$ cat config.mk
export PLATFORM = sky130hd
export DESIGN_NAME = instr_fetch
export DESIGN_NICKNAME = d
export VERILOG_FILES = /design/src/rtl/cpu_pkg.sv /design/src/rtl/if_wait_ctr.sv /design/src/rtl/instr_fetch.sv
export SDC_FILE = /design/constraint.sdc
export NUM_CORES = 1
export LEC_CHECK = 0
export ABC_AREA = 0
export CAP_MARGIN = 20
export CORE_MARGIN = 4
export CORE_UTILIZATION = 35
export CTS_CLUSTER_DIAMETER = 80
export DETAILED_ROUTE_END_ITERATION = 16
export GPL_TIMING_DRIVEN = 0
export PLACE_DENSITY_LB_ADDON = 0.25
export SLEW_MARGIN = 40
export SYNTH_ARGS = -nofsm -noshare
export SYNTH_HDL_FRONTEND = slang
export SYNTH_SLANG_ARGS = --single-unit
$ cat constraint.sdc
create_clock -name IF_clk -period 5 [get_ports IF_clk]
set_input_delay 1 -clock IF_clk [delete_from_list [all_inputs] [get_ports IF_clk]]
set_output_delay 1 -clock IF_clk [all_outputs]
set_load 0.05 [all_outputs]
$ cat src/rtl/cpu_pkg.sv
// rtl/cpu_pkg.sv - shared CPU widths, fetch constants and fetch state encoding
package cpu_pkg;

  localparam int DATA_W      = 16;
  localparam int ADDR_W      = 16;
  localparam int IF_MAX_WAIT = 255;

  typedef enum logic [2:0] {
    IDLE    = 3'd0,
    FETCH   = 3'd1,
    HOLD    = 3'd2,
    DISCARD = 3'd3,
    ERROR   = 3'd4
  } if_state_t;

endpackage

$ cat src/rtl/if_wait_ctr.sv
// rtl/if_wait_ctr.sv - memory wait counter with clear, enable and terminal count
module if_wait_ctr #(
  parameter int MAX_WAIT = 255
) (
  input  logic clk_i,
  input  logic rst_ni,
  input  logic clr_i,
  input  logic en_i,
  output logic tc_o
);

  localparam int CNT_W = $clog2(MAX_WAIT + 1);

  logic [CNT_W-1:0] cnt_q, cnt_d;

  assign tc_o = (cnt_q == CNT_W'(MAX_WAIT));

  // Saturates at the terminal count so a caller that ignores tc never wraps.
  always_comb begin
    cnt_d = cnt_q;
    if (clr_i) begin
      cnt_d = '0;
    end else if (en_i && !tc_o) begin
      cnt_d = cnt_q + 1'b1;
    end
  end

  always_ff @(posedge clk_i or negedge rst_ni) begin
    if (!rst_ni) begin
      cnt_q <= '0;
    end else begin
      cnt_q <= cnt_d;
    end
  end

endmodule

$ cat src/rtl/instr_fetch.sv
// rtl/instr_fetch.sv - single-outstanding instruction fetch stage with flush and timeout
module instr_fetch #(
  parameter int DATA_W   = cpu_pkg::DATA_W,
  parameter int ADDR_W   = cpu_pkg::ADDR_W,
  parameter int MAX_WAIT = cpu_pkg::IF_MAX_WAIT
) (
  input  logic              IF_clk,
  input  logic              IF_rst_n,
  input  logic [ADDR_W-1:0] IF_pc,
  output logic              IF_pc_inc,
  input  logic              IF_flush,
  output logic [ADDR_W-1:0] IF_mem_addr,
  output logic              IF_mem_req,
  input  logic              IF_mem_ack,
  input  logic [DATA_W-1:0] IF_mem_data,
  output logic [DATA_W-1:0] IF_instr,
  output logic [ADDR_W-1:0] IF_instr_pc,
  output logic              IF_valid,
  input  logic              IF_ready,
  output logic              IF_err
);

  import cpu_pkg::*;

  if_state_t         state_q, state_d;
  logic [ADDR_W-1:0] addr_q, addr_d;
  logic [DATA_W-1:0] instr_q, instr_d;
  logic [ADDR_W-1:0] instr_pc_q, instr_pc_d;
  logic              pc_inc;
  logic              wait_clr;
  logic              wait_en;
  logic              wait_tc;

  assign wait_en = ((state_q == FETCH) || (state_q == DISCARD)) && !IF_mem_ack;

  if_wait_ctr #(
    .MAX_WAIT(MAX_WAIT)
  ) u_wait_ctr (
    .clk_i (IF_clk),
    .rst_ni(IF_rst_n),
    .clr_i (wait_clr),
    .en_i  (wait_en),
    .tc_o  (wait_tc)
  );

  always_comb begin
    state_d    = state_q;
    addr_d     = addr_q;
    instr_d    = instr_q;
    instr_pc_d = instr_pc_q;
    wait_clr   = 1'b0;
    pc_inc     = 1'b0;
    case (state_q)
      IDLE: begin
        state_d  = FETCH;
        addr_d   = IF_pc;
        wait_clr = 1'b1;
      end
      FETCH: begin
        if (IF_mem_ack) begin
          wait_clr = 1'b1;
          if (IF_flush) begin
            // Data belongs to the pre-jump stream: drop it and refetch at the target.
            addr_d = IF_pc;
          end else begin
            pc_inc     = 1'b1;
            instr_d    = IF_mem_data;
            instr_pc_d = addr_q;
            state_d    = HOLD;
          end
        end else if (wait_tc) begin
          state_d = ERROR;
        end else if (IF_flush) begin
          state_d  = DISCARD;
          wait_clr = 1'b1;
        end
      end
      HOLD: begin
        if (IF_flush || IF_ready) begin
          addr_d   = IF_pc;
          state_d  = FETCH;
          wait_clr = 1'b1;
        end
      end
      DISCARD: begin
        if (IF_mem_ack) begin
          addr_d   = IF_pc;
          state_d  = FETCH;
          wait_clr = 1'b1;
        end else if (wait_tc) begin
          state_d = ERROR;
        end
      end
      ERROR:   state_d = ERROR;
      default: state_d = IDLE;
    endcase
  end

  always_ff @(posedge IF_clk or negedge IF_rst_n) begin
    if (!IF_rst_n) begin
      state_q    <= IDLE;
      addr_q     <= '0;
      instr_q    <= '0;
      instr_pc_q <= '0;
    end else begin
      state_q    <= state_d;
      addr_q     <= addr_d;
      instr_q    <= instr_d;
      instr_pc_q <= instr_pc_d;
    end
  end

  assign IF_pc_inc   = pc_inc;
  assign IF_mem_req  = (state_q == FETCH) || (state_q == DISCARD);
  assign IF_mem_addr = addr_q;
  assign IF_instr    = instr_q;
  assign IF_instr_pc = instr_pc_q;
  assign IF_valid    = (state_q == HOLD);
  assign IF_err      = (state_q == ERROR);

endmodule
Word level (Yosys, flattened, before mapping)
Index checks and enable logic that the tools add are counted.
- register bits after elaboration: 59
- bits of input ports: 37
- output and inout port bits: 52
- add/sub/neg operators: 1
- equality and inequality tests: 12
- multiplexer cells: 24
- bitwise gates (word level): 1
- reduce and logical (&&, ||, !) cells: 12
- operator list (cell ; count):
    2-to-1 mux 16 bit ; 4
    case mux 16 bit (4 select lines) ; 1
    2-to-1 mux 3 bit ; 7
    2-to-1 mux 8 bit ; 2
    case mux 3 bit (5 select lines) ; 1
    adder 8 x 1 -> 8 bit, second input constant ; 1
    == test 8 bit, second input constant ; 1
    2-to-1 mux 1 bit ; 8
    == test 3 x 2 -> 1 bit, second input constant ; 2
    != test 2 bit, second input constant ; 3
    AND reduction 5 bit ; 1
    != test 4 x 3 -> 1 bit, second input constant ; 1
    case mux 1 bit (4 select lines) ; 1
    AND reduction 4 bit ; 1
    nonzero test 4 bit ; 1
    == test 3 x 1 -> 1 bit, second input constant ; 1
    == test 3 bit, second input constant ; 1
    logical NOT 3 bit ; 1
    != test 3 x 2 -> 1 bit, second input constant ; 1
    != test 3 bit, second input constant ; 1
    AND reduction 3 bit ; 1
    logical AND 1 bit ; 2
    logical NOT 1 bit ; 2
    logical OR 1 bit ; 2
    other kinds (3) ; 3

Longest topological paths before layout
- word-level depth: 6
- depth in mapped cells: 6
- gate-level depth less buffers: 5

By module
From an unflattened synthesis, not the netlist that was laid out.
- cell total of the unflattened synthesis: 175
- area total of the unflattened synthesis: 2492.4 µm²
- by module, submodules not included (module ; instances ; cells each ; area an instance (µm²) ; sequential area each (µm²)):
    instr_fetch ; 1 ; 128 ; 2023.2 ; 1276.2
    if_wait_ctr ; 1 ; 47 ; 469.2 ; 200.2

Worst setup path before layout
No wires, ideal clock.
- kind: input-to-output
- from: input IF_mem_ack
- to: output IF_pc_inc
- data arrival time: 1.879 ns
- setup slack: 2.121 ns
- cell stages on the path: 4
- buffers on the path: 2
- cell sequence: buf_2 > nand3b_1 > buf_2 > inv_1
- cells in the longest elaborated chain, start to end: 2
- RTL lines (what ; RTL line ; text):
    start: declaration ; instr_fetch.sv:14 ; input logic IF_mem_ack,
    2-to-1 mux 1 bit ; instr_fetch.sv:60 ; if (IF_mem_ack) begin
    2-to-1 mux 1 bit ; instr_fetch.sv:53 ; case (state_q)
    end: declaration ; instr_fetch.sv:10 ; output logic IF_pc_inc,
No other way between the ends.

Final worst setup path
- from: input IF_flush
- to: output IF_pc_inc
- cells in the longest elaborated chain, start to end: 3
- RTL lines (what ; RTL line ; text):
    start: declaration ; instr_fetch.sv:11 ; input logic IF_flush,
    2-to-1 mux 1 bit ; instr_fetch.sv:62 ; if (IF_flush) begin
    2-to-1 mux 1 bit ; instr_fetch.sv:60 ;
    2-to-1 mux 1 bit ; instr_fetch.sv:53 ;
No other way between the ends.

==> results.sh <==
export IMPL_maxCapViolations=0
export IMPL_synthAdderAreaFrac=0.00483
export IMPL_synth_simple_area_share=0.0869
export IMPL_utilization=0.526
export IMPL_synthesis_nets=212
export IMPL_crit_top_cell="clkdlybuf4s50_1"
export IMPL_setup_viol=0
export IMPL_synth_area_leaders="dfrtp_1 57%, mux2_1 15%, mux2_4 5.8%"
export IMPL_first_pass_iters=4
export IMPL_mappedNetlistArea_um2=2590
export IMPL_initialDrtViolationCount=41
export IMPL_core_rowCount=31
export IMPL_grt_usage=0.140
export IMPL_fin_setup_tns_ns=0
export IMPL_totalWireLength_um=5630
export IMPL_antenna_found_initial=0
export IMPL_avgSynthCellArea_um2=14.9
export IMPL_hold_path_class="reg -> reg"
export IMPL_synth_cell_type_count=44
export IMPL_die_h_um=94.1
export IMPL_synthArstFlopShare=1.00
export IMPL_endpoint_kind="output port"
export IMPL_start_util=0.359
export IMPL_cts_sinks=59
export IMPL_crit_family="buffers and inverters"
export IMPL_status="finished, final reports clean"
export IMPL_design_area_um2=3790
export IMPL_synth_area_leader_cell="dfrtp_1"
export IMPL_drive_gt1_frac=0.176
export IMPL_first_global_vias=1802
export IMPL_clockBufferDepth=2
export IMPL_postCtsHoldBufs=0
export IMPL_crit_type="in -> out"
export IMPL_timing_fmax_ghz=0.248
export IMPL_io_pin_count=89
export IMPL_layout_common_cells="86 x clkdlybuf4s50_1, 59 x dfrtp_1, 35 x mux2_1, 10 x mux2_4, 10 x clkbuf_8"
export IMPL_via_per_inst=4.66
export IMPL_ant_nets=0
export IMPL_cp_max_fo=10
export IMPL_vias=1757
export IMPL_synth_ff_type="dfrtp_1"
export IMPL_synth_edf_count=0
export IMPL_crit_buf_inv=4
export IMPL_synth_seq_area_share=0.569
export IMPL_dp_hpwl_um=4210
export IMPL_numCtsBuffers=9
export IMPL_period_share=0.805
export IMPL_place_port_buffers=87
export IMPL_drt_wirelength_per_cell_um=14.9
export IMPL_path_cells="clkdlybuf4s50_1 -> nand3b_1 -> buf_2 -> inv_1 -> clkdlybuf4s50_1"
export IMPL_synth_mux_area_frac=0.239
export IMPL_power_density_nw_per_um2=776
export IMPL_cts_setup_buffers=0
export IMPL_postCtsResizedCells=0
export IMPL_grt_first_pass_wirelength_um=9350
export IMPL_cts_tree="built"
export IMPL_design_die_area_um2=8850
export IMPL_synth_seq_cells=59
export IMPL_grt_max_degree=44
export IMPL_final_common_cell="clkdlybuf4s50_1"
export IMPL_slowest_delay_ns=0.79
export IMPL_placed_area_um2=3600
export IMPL_cp_start_kind="input port"
export IMPL_tightest_slew_ns=0.692
export IMPL_synth_xor_area_frac=0.00676
export IMPL_die_x_um=94.1
export IMPL_cts_root_buf="clkbuf_8"
export IMPL_synth_compound_area_share=0.0676
export IMPL_hold_viol=0
export IMPL_nets=311
export IMPL_htree_levels=3
export IMPL_p_leak_uw=0.00158
export IMPL_synth_top_family_by_area="multiplexers"
export IMPL_drv_slew=0
export IMPL_arrival_ns=3.02
export IMPL_yosysWarnings=0
export IMPL_core_area_um2=7210
export IMPL_cp_slowest_cell="clkdlybuf4s50_1"
export IMPL_grt_overflow=0
export IMPL_ir_drop_mv=0.333
export IMPL_clk_latency_ns=0.33
export IMPL_relSlewSlack=0.536
export IMPL_clk_pin_slew_ns=0.06
export IMPL_rsz0062_at_grt="false"
export IMPL_drc=0
export IMPL_fin_crit_ns=4.02
export IMPL_finalWeightedCongestion=0.775
export IMPL_antenna_cells=0
export IMPL_area_growth_synth_to_final_pct=46.3
export IMPL_synth_top_area_share=0.569
export IMPL_netlist_instances=174
export IMPL_required_ns=4.00
export IMPL_fin_skew_ns=0.00658
sequential cells by signal, summed over array words and instances (netlist names):
| signal | count |
|---|---|
| u_wait_ctr.cnt_q | 8 |
| IF_mem_addr | 16 |
| IF_instr | 16 |
| IF_instr_pc | 16 |
| state_q | 3 |
cells by family after synthesis:
logic type	Yosys count
adder cells (fa/ha/maj)	1
multiplexers	52
flip-flops	59
AND/OR/NAND/NOR	30
XOR/XNOR	2
buffers and inverters	10
AO/OA/AOI/OAI	20
layout make-up:
class | instances | area [µm²]
fillers | 659 | 3420
flip-flops and latches | 59 | 1480
multi-input cells | 105 | 1050
repair buffers | 88 | 888
clock buffers | 14 | 153
well taps | 99 | 124
plain buffers | 8 | 58.8
clock inverters | 2 | 35.0
inverters | 2 | 7.51
path summary, 6_finish.rpt:
path / from / depth (start not counted) / slack, ns / end
min reg2reg: IF_instr[1]$_DFFE_PN0P_ / 1 / 0.49 / IF_instr[1]$_DFFE_PN0P_
max: IF_flush / 5 / 0.98 / IF_pc_inc
max in group asynchronous: IF_rst_n / 2 / 3.97 / u_wait_ctr.cnt_q[7]$_DFFE_PN0P_
min in group asynchronous: IF_rst_n / 1 / 0.53 / IF_instr[6]$_DFFE_PN0P_
max reg2reg: state_q[1]$_DFFE_PN0P_ / 6 / 3.16 / IF_mem_addr[2]$_DFFE_PN0P_
min: IF_instr[1]$_DFFE_PN0P_ / 1 / 0.49 / IF_instr[1]$_DFFE_PN0P_
power breakdown:
part,internal [µW],total (µW),switching [µW]
Combinational,644,1710,1070
Clock,244,418,174
Sequential,693,810,117
metrics by stage:
| step | std cells | total power, µW | hold WS [ns] | setup WS [ns] |
|---|---|---|---|---|
| after floorplan | 174 | 1980 | 0.501 | 2.12 |
| after global placement | 360 | 2530 | 0.475 | 0.915 |
| after detailed placement | 361 | 2550 | 0.481 | 0.940 |
| after CTS | 377 | 2980 | 0.494 | 0.943 |
| after global routing | 377 | 3100 | 0.499 | 0.871 |
| final | 377 | 2940 | 0.489 | 0.975 |
Yosys cell counts (2+ instances only):
library cell  instances
mux2i_1               3
nand3_1               2
inv_1                 2
mux2_2                4
nor3_2                2
nor3b_2               2
mux2_1               35
buf_6                 3
nor3b_1               2
nor2b_1               2
buf_2                 5
o21a_1                2
a31oi_1               4
dfrtp_1              59
nand4_1               2
nor2_1                7
mux2_4               10
o21ai_0               2
metal layers:
layer / up-vias / routed length (µm) / GRT usage
met2: 56 / 2610 / 0.202
met1: 856 / 2590 / 0.190
met5: - / 0 / 0
li1: 836 / - / -
met4: 0 / 96 / 0.0722
met3: 9 / 340 / 0.0401
worst reg2reg max path, cell delays in order, from the launching register on:
cell,delay [ns]
dfrtp_1,0.36
buf_2,0.17
nor4b_4,0.15
or2_4,0.25
a21oi_4,0.25
buf_6,0.23
mux2_4,0.32
(Power assumes the default switching activity.)
